[src/rtl/dnn_mac_sched.sv]
// dnn_mac_sched: control sequencer time-sharing one MAC unit over a 4-4-2 DNN.
// Optional macro DNN_SCHED_STALL_EN adds the mac_stall input that freezes issue and write-back.
module dnn_mac_sched #(
   parameter int MAC_LAT = 1
) (
   input  logic       clk,
   input  logic       rst,
   input  logic       in_ready,
`ifdef DNN_SCHED_STALL_EN
   input  logic       mac_stall,
`endif
   output logic       in_ack,
   output logic       busy,
   output logic       overrun,
   output logic       mac_en,
   output logic       mac_clr,
   output logic       layer,
   output logic [1:0] nrn_idx,
   output logic [1:0] src_idx,
   output logic       hid_wr,
   output logic       out_wr,
   output logic [1:0] wr_idx,
   output logic       out0_ready,
   output logic       out1_ready
);
   typedef enum logic [2:0] {IDLE, L1, WAIT1, L2, WAIT2} state_t;

   localparam logic [3:0] WAIT_LAST = 4'(MAC_LAT - 1);

   state_t     state_reg, state_next;
   logic [3:0] cnt_reg, cnt_next;
   logic       stall;
   // Write-back delay line entries are {valid, layer, neuron index}.
   logic [3:0] dly_reg [MAC_LAT];
   logic [3:0] dly_next;
   logic [3:0] dly_tail;

`ifdef DNN_SCHED_STALL_EN
   assign stall = mac_stall;
`else
   assign stall = 1'b0;
`endif

   always_ff @(posedge clk) begin
      if (rst) begin
         state_reg <= IDLE;
         cnt_reg   <= '0;
      end else begin
         state_reg <= state_next;
         cnt_reg   <= cnt_next;
      end
   end

   always_ff @(posedge clk) begin
      if (rst) begin
         for (int i = 0; i < MAC_LAT; i++) dly_reg[i] <= '0;
      end else if (!stall) begin
         dly_reg[0] <= dly_next;
         for (int i = 1; i < MAC_LAT; i++) dly_reg[i] <= dly_reg[i-1];
      end
   end

   always_comb begin
      state_next = state_reg;
      cnt_next   = cnt_reg;
      in_ack     = 1'b0;
      mac_en     = 1'b0;
      mac_clr    = 1'b0;
      layer      = 1'b0;
      nrn_idx    = 2'd0;
      src_idx    = 2'd0;
      case (state_reg)
         IDLE: begin
            // Acceptance is not blocked by a stall; only issue waits.
            if (in_ready && !rst) begin
               in_ack     = 1'b1;
               state_next = L1;
               cnt_next   = '0;
            end
         end
         L1: begin
            if (!stall) begin
               mac_en   = 1'b1;
               nrn_idx  = cnt_reg[3:2];
               src_idx  = cnt_reg[1:0];
               mac_clr  = (cnt_reg[1:0] == 2'd0);
               cnt_next = cnt_reg + 4'd1;
               if (cnt_reg == 4'd15) begin
                  state_next = WAIT1;
                  cnt_next   = '0;
               end
            end
         end
         WAIT1: begin
            if (!stall) begin
               cnt_next = cnt_reg + 4'd1;
               if (cnt_reg == WAIT_LAST) begin
                  state_next = L2;
                  cnt_next   = '0;
               end
            end
         end
         L2: begin
            if (!stall) begin
               mac_en   = 1'b1;
               layer    = 1'b1;
               nrn_idx  = {1'b0, cnt_reg[2]};
               src_idx  = cnt_reg[1:0];
               mac_clr  = (cnt_reg[1:0] == 2'd0);
               cnt_next = cnt_reg + 4'd1;
               if (cnt_reg == 4'd7) begin
                  state_next = WAIT2;
                  cnt_next   = '0;
               end
            end
         end
         WAIT2: begin
            if (!stall) begin
               cnt_next = cnt_reg + 4'd1;
               if (cnt_reg == WAIT_LAST) begin
                  state_next = IDLE;
                  cnt_next   = '0;
               end
            end
         end
         default: begin
            state_next = IDLE;
            cnt_next   = '0;
         end
      endcase
   end

   assign busy    = (state_reg != IDLE);
   assign overrun = busy && in_ready && !rst;

   // A dot product completes when its last source term issues.
   assign dly_next   = {mac_en && (src_idx == 2'd3), layer, nrn_idx};
   assign dly_tail   = dly_reg[MAC_LAT-1];
   assign hid_wr     = dly_tail[3] && !dly_tail[2] && !stall;
   assign out_wr     = dly_tail[3] && dly_tail[2] && !stall;
   assign wr_idx     = (hid_wr || out_wr) ? dly_tail[1:0] : 2'd0;
   assign out0_ready = out_wr && (wr_idx == 2'd0);
   assign out1_ready = out_wr && (wr_idx == 2'd1);
endmodule

[config.mk]
export PLATFORM = sky130hd
export DESIGN_NAME = dnn_mac_sched
export DESIGN_NICKNAME = d
export VERILOG_FILES = /design/src/rtl/dnn_mac_sched.sv
export SDC_FILE = /design/constraint.sdc
export NUM_CORES = 1
export LEC_CHECK = 0
export CORE_MARGIN = 1
export CORE_UTILIZATION = 48
export DETAILED_ROUTE_END_ITERATION = 10
export PLACE_DENSITY = 0.78
export SLEW_MARGIN = 20
export SYNTH_ARGS = -nofsm -noshare
export SYNTH_HDL_FRONTEND = slang
export SYNTH_SLANG_ARGS = --single-unit
[constraint.sdc]
create_clock -name clk -period 2.7 [get_ports clk]
set_input_delay 0.675 -clock clk [delete_from_list [all_inputs] [get_ports clk]]
set_output_delay 0.675 -clock clk [all_outputs]
set_load 0.005 [all_outputs]
* After elaboration in Yosys (flattened, before gate mapping) *
Memories as Yosys holds them, arrays and structs flattened.
Index checks and enable logic that the tools add are counted.

word-level totals
  latch bits = 0
  memories kept = 1
  RAM bits = 4
  ROM bits = 0
  register bits after elaboration = 7
  word-level logic and storage cells = 61
  output and inout port bits = 16

operators by class
  $mul = 0
  $lt $le $gt $ge = 0
  equal/unequal tests = 13
  multiplexer cells = 24
  div/mod/pow operators = 0
  shift operators = 0
  add/subtract/negate cells = 1
  bitwise gates (word level) = 0
  reduce and logical (&&, ||, !) cells = 20

memories
  name     words  bits a word  rd ports  clocked after Yosys merged registers in  write ports  RTL line  RTL
  dly_reg  1      4            1         0                                        1            34        logic [3:0] dly_reg [MAC_LAT];

operators by type and width
  operator                                                               count
  4-bit 2-to-1 mux                                                       5
  4-bit case mux with 4 select lines                                     1
  3-bit 2-to-1 mux                                                       5
  3-bit case mux with 5 select lines                                     1
  2-bit inequality test, second input constant                           5
  1-bit 2-to-1 mux                                                       9
  1-bit logical AND                                                      8
  3-bit by 2-bit equality test with 1-bit output, second input constant  2
  5-bit AND reduction                                                    1
  4-bit by 1-bit adder with 4-bit output, second input constant          1
  4-bit by 3-bit equality test with 1-bit output, second input constant  1
  4-bit equality test, second input constant                             1
  2-bit logical NOT                                                      2
  4-bit logical NOT                                                      1
  2-bit 2-to-1 mux                                                       2
  2-bit case mux with 2 select lines                                     1
  2-bit OR reduction                                                     2
  4-bit OR reduction                                                     1
  3-bit by 1-bit equality test with 1-bit output, second input constant  1
  3-bit equality test, second input constant                             1
  3-bit logical NOT                                                      1
  3-bit nonzero test                                                     1
  2-bit by 1-bit equality test with 1-bit output, second input constant  1
  2-bit equality test, second input constant                             1
  2 further kinds                                                        3

* Longest topological paths before layout *
Gate-level depths: netlist of the first run.
An unclocked memory read counts as a cell.

  word-level depth = 7
  depth in mapped cells = 6
  depth with buffers taken out = 5

* Worst setup path after synthesis of the first run *
OpenSTA, ideal clock, no wires.

  kind = register -> output
  start point = reg state_reg[2]
  end point = out nrn_idx[0]
  setup slack = 1.020 ns
  arrival time = 1.005 ns
  cell stages (with the launch flop) = 6
  cells stage by stage = dfxtp_1 -> nand2b_1 -> buf_6 -> clkinv_8 -> and2_2 -> buf_4

on the way
  longest elaborated chain between the ends = 2
  elaborated cells on any way between the ends = 3

ends and longest elaborated chain
  what                                                                                                              RTL line  RTL
  from (decl)                                                                                                       30        state_t state_reg, state_next;
  from (signal assigned)                                                                                            49        state_reg <= state_next;
  3-bit by 2-bit equality test with 1-bit output or 3-bit by 1-bit equality test with 1-bit output (tied branches)  72        case (state_reg)
  2-bit case mux with 2 select lines (*)                                                                            72
  to (decl)                                                                                                         18        output logic [1:0] nrn_idx,

Every way passes the cells marked *; elsewhere a longest branch is shown, timed or not.

* Final worst setup path of the first run *
  start point = in rst
  end point = out in_ack

on the way
  longest elaborated chain between the ends = 4

ends and longest elaborated chain
  what               RTL line  RTL
  from (decl)        7         input logic rst,
  1-bit logical NOT  75        if (in_ready && !rst) begin
  1-bit logical AND  75
  1-bit 2-to-1 mux   75
  1-bit 2-to-1 mux   72
  to (decl)          12        output logic in_ack,

Every way passes these cells.

==> results of run 1 <==
==> cell families (layout without fill, tap and decap cells) <==
family,count (synthesis),in the layout,share of synthesized area (%)
and+or+nand+nor,41,41,34.2
AOI/OAI and AO/OA,13,13,14.2
DFF,11,11,34.2
buffers and inverters,10,28,10.9
adders and majority gates,2,2,3.88
xor gates and xnor gates,2,2,2.72
==> cells in the final DEF (no fill, tap or decap), types with 2 or more instances in the layout <==
cell,count
and2_1,6
inv_1,4
ha_1,2
nand2b_1,3
nor4_1,2
nor2_1,10
clkdlybuf4s50_1,18
o21ai_0,2
dfxtp_1,11
nand2_1,5
nor3_1,5
clkbuf_4,3
nor2b_1,2
o22ai_1,2
a21oi_1,5
and2_2,2
==> power by group <==
part | switching (uW) | internal [uW]
Sequential | 24.6 | 179
Combinational | 98.6 | 97.3
Clock | 57.7 | 57.3
==> tightest hold or removal path: cells and delay by family, from the launching register on <==
kind | cells | cell delay, ps
AO/OA/AOI/OAI | 1 | 60
flip-flops | 1 | 340
AND/OR/NAND/NOR | 1 | 60
==> final cells by class <==
type	count	area [sq um]	area share (%)
clock buffer	4	26.3	3.13
inverter	5	31.3	3.73
multi-input combinational	58	357	42.5
sequential	11	220	26.2
tap	14	17.5	2.09
timing repair buffer	19	188	22.4
==> how the worst max path moves through the flow <==
stage                 start    endpoint  slack (ps)  cells past startpoint
2_1_floorplan  state_reg[2]  nrn_idx[0]        1020                      5
5_1_grt                 rst      in_ack          60                      4
4_1_cts        state_reg[2]     mac_clr          90                      4
3_5_place_dp            rst      in_ack         150                      4
3_3_place_gp            rst     overrun         170                      4
6_report                rst      in_ack         150                      4
==> routing by layer <==
| metal | part of all wire (%) | vias to the layer above | routed length [um] |
|---|---|---|---|
| met5 | 0 | - | 0 |
| met1 | 48 | 219 | 574 |
| met4 | 0.91 | 0 | 11 |
| li1 | - | 300 | - |
| met3 | 4.7 | 2 | 57 |
| met2 | 47 | 17 | 561 |
==> through the flow <==
| stage | area, sq um | instances |
|---|---|---|
| after floorplan | 644 | 79 |
| after global placement | 811 | 107 |
| after detailed placement | 811 | 107 |
| after CTS | 837 | 111 |
| after global routing | 840 | 111 |
| final | 840 | 111 |
==> metrics, run 1 <==
Leak Pwr around 0.00032 uW; M3 GR Usage under 10%; final setup vio count 0; Die W 38.6 um; r2r worst-path depth 5; Fmax approximately 0.39 GHz; CTS tree built; hpwl dp 880 um; starting density of the core 55.0%; DRT antenna net count 0; area leader, netlist dfxtp_1; post-synthesis net count 84; Routed wire per std cell roughly 11 um; hold_sp cnt_reg[1]; CP endpoint kind output port; grt met2 use about a third; GRT Total Usage 21.1%; Fin Hold WS roughly 500 ps; ys async rst share 0%; Post-synth EDFFs 0; Bufs and invs on worst path 2; Worst Path Max Fanout 4; # clock sinks 11; library cells used by synthesis 30; initial antenna violation count 0; gpl congestion 0.774; n_diodes 0; Num CTS Buffers 3; top-area cell type share of the netlist area between 30 and 40%; IO Port Bufs 18; worst IR drop on VDD ~0.00034 V; max-slew violations 0; worst hold path stage count 2; Power Density just over 600 nW/um^2; first-iteration detailed-routing DRC count 9; Post-Syn Area 644 sq um; Period minus WS final between 2000 and 3000 ps; final worst-path cycle share a little over nine tenths; unrepaired setup endpoints after global routing false; clock-pin slew on the worst setup and hold paths approximately 70 ps; synth-to-layout area growth 30.3%; router iterations before antenna repair 2; top post-synthesis cells by count dfxtp_1 (11), nor2_1 (10), and2_1 (6); GRT Residual Overflow 0; Worst EP arrival approximately 1900 ps; Slowest cell on crit path clkdlybuf4s50_1; clk buf depth 2; Clock Latency Late Sink between 200 and 300 ps; status finished, final reports clean; share of cells above drive strength 1 13.4%; Via density between 4 and 5; Rel. slew slack between 60% and 70%; die area between 1000 and 1500 sq um; vias in the first global route between 400 and 500; site row count 12; DRC Markers 0; cells after synthesis just under 80; flops & latches, synth 11; CP cell instances clkdlybuf4s50_1, nand2b_1, nor2_1, clkdlybuf4s50_1; Pwr Total 515 uW; crit-path leading delay family buffers and inverters; global-route wire length before repair between 2000 and 2500 um; Final #Nets roughly 100; Critical Path RT ~2000 ps; GRT busiest layer met2; Worst path most repeated cell clkdlybuf4s50_1; CTS Hold Bufs 0; CTS resizes 0; Crit Reg-Reg Startpoint cnt_reg[0]; Avg Synthesized Cell Area 8.16 sq um; post-CTS setup buffers 0; Tightest Pin Transition 450 ps; max-cap violation count 0; TNS Setup 0 ps; hold crit path type register to register; fin worst setup slack 153 ps; Hold Path End cnt_reg[1]; Critical R2R Capture cnt_reg[1]; Via Count between 500 and 600; count leader, synth dfxtp_1; CTS root buf clkbuf_4; met1 Use GR 24.2%; Final Skew just over 0.6 ps; Ports 19; Final Util a little under three quarters; H-tree levels 1; startpoint types input pin; Ys Warns 0; r2r setup slk approximately 1200 ps; largest stage delay on the critical path ~500 ps; CORE AREA around 1200 sq um; Place WS approximately 150 ps; drt total wl between 1000 and 1500 um; CP Class input pin to output port; final hold vios 0; Area contributors post-synth dfxtp_1 (34%), and2_1 (5.8%), nor2_1 (5.8%); Fill cells 95; sequential-to-total area share from yosys stat 34.2%; Die H approximately 39 um; Post-synth top flop dfxtp_1; largest net degree at the start of global routing 11
Power figures use the tool's default switching activity.
==> inputs of run 2 (changes only) <==
--- a/config.mk
+++ b/config.mk
@@ -5,10 +5,13 @@
 export SDC_FILE = /design/constraint.sdc
 export NUM_CORES = 1
 export LEC_CHECK = 0
+export CELL_PAD_IN_SITES_DETAIL_PLACEMENT = 1
+export CELL_PAD_IN_SITES_GLOBAL_PLACEMENT = 1
+export CORE_ASPECT_RATIO = 0.6
 export CORE_MARGIN = 1
-export CORE_UTILIZATION = 48
+export CORE_UTILIZATION = 29
 export DETAILED_ROUTE_END_ITERATION = 10
-export PLACE_DENSITY = 0.78
+export PLACE_DENSITY = 0.69
 export SLEW_MARGIN = 20
 export SYNTH_ARGS = -nofsm -noshare
 export SYNTH_HDL_FRONTEND = slang
==> constraint.sdc (replaced) <==
create_clock -name clk -period 2.2 [get_ports clk]
set_input_delay 0.55 -clock clk [delete_from_list [all_inputs] [get_ports clk]]
set_output_delay 0.55 -clock clk [all_outputs]
set_load 0.005 [all_outputs]
==> metrics, run 2 (synthesized netlist as in run 1, its figures left out) <==
Period minus WS final between 2000 and 2500 ps; Leak Pwr 0.000363 uW (was 0.000317 uW); final hold vios 0 (unchanged); site row count 12 (unchanged); Final #Nets 108 (was 103); commonest non-fill, non-tap cells in the layout clkdlybuf4s50_1 (16), dfxtp_1 (11), nor2_1 (10), and2_1 (6), buf_4 (6) (was clkdlybuf4s50_1 (18), dfxtp_1 (11), nor2_1 (10), and2_1 (6)); IO Port Bufs 18 (unchanged); share of cells above drive strength 1 18.6% (was 13.4%); worst hold path stage count 2 (unchanged); r2r worst-path depth 5 (unchanged); Place WS -107 ps (was 154 ps); hpwl dp 1340 um (was 880 um); startpoint types register (was input pin); drt total wl 1760 um (was 1210 um); Fmax 0.467 GHz; Rel. slew slack 64.8% (was 69.9%); Die H 38.5 um (was 38.6 um); initial antenna violation count 0 (unchanged); CP Class register to output port (was input pin to output port); # clock sinks 11 (unchanged); CP endpoint kind output port (unchanged); starting density of the core 32.8% (was 55.0%); max-slew violations 0 (unchanged); final setup vio count 0 (unchanged); Via Count 597 (was 538); fin worst setup slack 58.1 ps (was 153 ps); status finished, final reports clean (unchanged); die area 2420 sq um (was 1490 sq um); Fill cells 241 (was 95); Critical Path RT 1650 ps (was 2030 ps); CTS tree built (unchanged); max-cap violation count 0 (unchanged); final worst-path cycle share a little over nine tenths; H-tree levels 1 (unchanged); CTS root buf clkbuf_8 (was clkbuf_4); Routed wire per std cell 13.5 um (was 10.9 um); Num CTS Buffers 3 (unchanged); Power Density 807 nW/um^2 (was 613 nW/um^2); Via density 4.59 (was 4.85); Clock Latency Late Sink 240 ps (was 270 ps); hold crit path type register to register (unchanged); GRT Residual Overflow 0 (unchanged); unrepaired setup endpoints after global routing false (unchanged); largest net degree at the start of global routing 11 (unchanged); post-CTS setup buffers 0 (unchanged); clk buf depth 2 (unchanged); Worst Path Max Fanout 4 (unchanged); synth-to-layout area growth 42.5% (was 30.3%); gpl congestion 0.713 (was 0.774); CORE AREA 1970 sq um (was 1170 sq um); TNS Setup 0 ps (unchanged); Tightest Pin Transition 527 ps (was 450 ps); global-route wire length before repair 2840 um (was 2030 um); Die W 62.9 um (was 38.6 um); first-iteration detailed-routing DRC count 24 (was 9); commonest non-fill, non-tap cell in the layout clkdlybuf4s50_1 (unchanged); Ports 19 (unchanged); Worst EP arrival 1590 ps (was 1870 ps); vias in the first global route 578 (was 435); worst IR drop on VDD 0.000369 V (was 0.000341 V); n_diodes 0 (unchanged); router iterations before antenna repair 4 (was 2); clock-pin slew on the worst setup and hold paths 50 ps (was 70 ps); Final Util 46.7% (was 71.7%); DRC Markers 0 (unchanged); GRT Total Usage 16.5% (was 21.1%); Final Skew 0.288 ps (was 0.604 ps); DRT antenna net count 0 (unchanged)
==> run 2: timing repair <==
action / in CTS / in global routing
resized for setup: 4 / 0
hold buffers: 0 / 0
setup endpoints to repair: 5 / 0
==> run 2: final cells by class <==
cell class              instances  area (sq um)  share of cell area, %
flip-flops and latches         11           220                   24.0
multi-input cells              58           364                   39.6
inverters                       5          31.3                   3.41
repair buffers                 24           223                   24.3
clock buffers                   4          45.0                   4.90
well taps                      28          35.0                   3.81
==> run 2: metal layers <==
metal,up-vias,part of all wire [%],track usage (%)
met2,8,40,23.9
met5,-,0,0
met3,2,4.2,7.44
met1,276,55,22.1
met4,0,0.46,3.49
li1,311,-,-
==> run 2: power breakdown <==
group          switching [uW]  internal [uW]  leakage (uW)  total (uW)
Sequential               25.0            220     0.0000893         245
Clock                    80.0            128     0.0000228         208
Combinational             146            142      0.000251         288
==> run 2: worst max-delay path, stage by stage (launching register included) <==
cell and delay [ps]:
dfxtp_1 380, inv_1 100, ha_1 240, and2_2 180, clkdlybuf4s50_1 450
==> run 2: stage by stage <==
stage / power [uW] / hold slack [ps] / instance area, sq um / std cells
4_1_cts: 749 / 514 / 918 / 130
3_5_place_dp: 536 / 507 / 866 / 126
2_1_floorplan: 411 / 466 / 644 / 79
3_3_place_gp: 530 / 484 / 866 / 126
5_1_grt: 793 / 541 / 918 / 130
6_report: 741 / 513 / 918 / 130
==> run 2: worst paths after layout <==
kind / start / slack, ps / end
worst max-delay path: cnt_reg[0] / 60 / mac_clr
worst min register to register: cnt_reg[1] / 510 / cnt_reg[1]
worst max register to register: cnt_reg[0] / 580 / state_reg[0]
worst min-delay path: cnt_reg[1] / 510 / cnt_reg[1]
==> RTL change, RTL diff (flow settings as in run 2) <==
Set the parameter `MAC_LAT` to 2 (it was 1).
--- a/src/rtl/dnn_mac_sched.sv
+++ b/src/rtl/dnn_mac_sched.sv
@@ -1,7 +1,7 @@
 // dnn_mac_sched: control sequencer time-sharing one MAC unit over a 4-4-2 DNN.
 // Optional macro DNN_SCHED_STALL_EN adds the mac_stall input that freezes issue and write-back.
 module dnn_mac_sched #(
-   parameter int MAC_LAT = 1
+   parameter int MAC_LAT = 2
 ) (
    input  logic       clk,
    input  logic       rst,
Check against the original RTL: not equivalent (Yosys sat finds a counterexample within 10 cycles, from zero or initial values and one cycle with rst high).
==> RTL change against run 2 <==
Design area increased by 16%; setup slack improved by 0.026 ns; wire length is 17% higher; die area up 19%; synthesized area is 20% higher; sequential cell count rose by 4.
Power is not compared: it rests on default switching activity, and its combinational part moved more than twofold at a synthesized area within 25%.
==> RTL change: results (changes against run 2) <==
Pin count of the biggest net entering global routing = 16 (+5)
Worst path max stage delay = 0.50 ns (+0.05 ns)
Routability cong. = 0.8383 (+18%)
Worst hold slack = 0.4405 ns (-0.07279 ns)
Avg Cell Area, Syn = 8.773 um^2 (+7.6%)
Number of flops mapped to enable cells by yosys = 0 (unchanged)
Adder-cell share of the synthesized area = 4.862% (+0.98 points)
CTS Buffer Depth = 2 (unchanged)
Status = complete, no violations
Placed Cells = 139 (+10%)
HPWL Detailed = 1.565 mm (+17%)
Placed cell area = 0.001001 mm^2 (+16%)
Drt total wl = 2.051 mm (+17%)
Mapped Nets = 94 (+12%)
Vias in the first global route = 664 (+15%)
Root Buffer = clkbuf_8
Pin slew with the least headroom to its limit = 0.4854 ns (-0.04154 ns)
Fillers = 315 (+31%)
CTS Buf Count = 3 (unchanged)
Total GRT Usage = 16.77% (+0.28 points)
Top post-synthesis cells by area = dfxtp_1 39%, ha_1 4.9%, nor2b_1 4.9%
Slowest stage cell, crit path = clkdlybuf4s50_1
Worst EP arrival = 1.57 ns (-0.02 ns)
Crit-path max FO = 3 (-1)
First-pass GRT wire length = 3.381 mm (+19%)
Met1 WL = 1.030 mm (+6.5%)
Worst Reg-to-Reg Cells = 5 (unchanged)
Worst vdd ir = 0.2495 mV
Clock skew = 0.002917 ns (+0.002629 ns)
Post-Synth XOR/XNOR Area = 3.404% (+0.69 points)
Met1 Use GR = 23.35% (+1.2 points)
Routed wl met2 = 929 um (+32%)
Worst hold path startpoint = dly_reg[0][1]$_SDFF_PP0_
DR WL/cell = 14.34 um (+6.2%)
Reg2reg end = cnt_reg[0]$_SDFFE_PP0P_
# nets final = 118 (+9.3%)
Met2 GRT Util = 24.12% (+0.20 points)
Seq/Total Area, Yosys = 38.90% (+4.7 points)
Reg2reg setup slack = 0.65 ns (+0.07 ns)
Placement Setup Slack = -0.1855 ns (-0.07830 ns)
Via Count = 685 (+15%)
Iter 0 DRT Violations = 62 (+160%)
Top cells by count, synth = 15 x dfxtp_1, 8 x nor2_1, 6 x nor2b_1
Synth Area in Compound Gates = 13.94% (-0.24 points)
Met3 Wirelength = 79 um (+8.2%)
Post-synthesis cell type count = 34 (+13%)
M3 GR Usage = 7.418% (-0.023 points)
Hold Path Stages = 1 (-1)
Hold Crit Endpoint = dly_reg[0][5]$_SDFF_PP0_
Post-synthesis mux area share = 1.297% (+1.3 points)
Reg-to-reg startpoint = state_reg[1]$_SDFFE_PP0P_
Layout cell share with drive strength beyond 1 = 17.12% (-1.5 points)
PortBufs = 18 (unchanged)
[RTL change: cell types whose count changed after synthesis, sizes merged, moves of 2 or more]
cell / before / now
a21oi: 6 / 3
and2: 9 / 4
buf: 4 / 6
dfxtp: 11 / 15
nand2: 5 / 3
nand3: 1 / 3
nor2: 10 / 8
nor2b: 2 / 6
o21a: 0 / 2
[RTL change: worst max path at each step]
| stage | start | endpoint | slack (ns) | cells past startpoint |
|---|---|---|---|---|
| 3_5_place_dp | rst | in_ack | -0.19 | 4 |
| 6_report | rst | overrun | 0.08 | 4 |
| 4_1_cts | state_reg[2]$_SDFFE_PP0P_ | mac_clr | 0.01 | 4 |
| 5_1_grt | cnt_reg[0]$_SDFFE_PP0P_ | mac_clr | 0.02 | 4 |
| 2_1_floorplan | state_reg[2]$_SDFFE_PP0P_ | nrn_idx[0] | 0.63 | 5 |
| 3_3_place_gp | rst | overrun | -0.18 | 4 |
[RTL change: power breakdown]
part | internal, mW | total (mW) | switching, mW
registers | 0.276 | 0.284 | 0.00784
logic | 0.0399 | 0.0830 | 0.0431
clock network | 0.128 | 0.222 | 0.0940
total | 0.444 | 0.589 | 0.145
[RTL change: timing repair]
| action | CTS | global route |
|---|---|---|
| setup endpoints to repair | 4 | 3 |
| setup buffers | 0 | 0 |
| gates resized for setup | 6 | 3 |
[RTL change: cell type report]
cell class / count / area, um^2 / share of cell area [%]
clock buffers: 4 / 45.04 / 4.240
inverters: 5 / 18.77 / 1.767
multi-input cells: 61 / 416.7 / 39.22
flip-flops and latches: 15 / 302.8 / 28.50
well taps: 32 / 40.04 / 3.769
repair buffers: 26 / 239.0 / 22.50
[RTL change: worst register-to-register path: stages, from the launching register on]
cell and delay [ns]:
dfxtp_1 0.40, buf_4 0.18, xnor2_1 0.09, a211oi_2 0.45
o21ai_1 0.20, o21ai_0 0.16
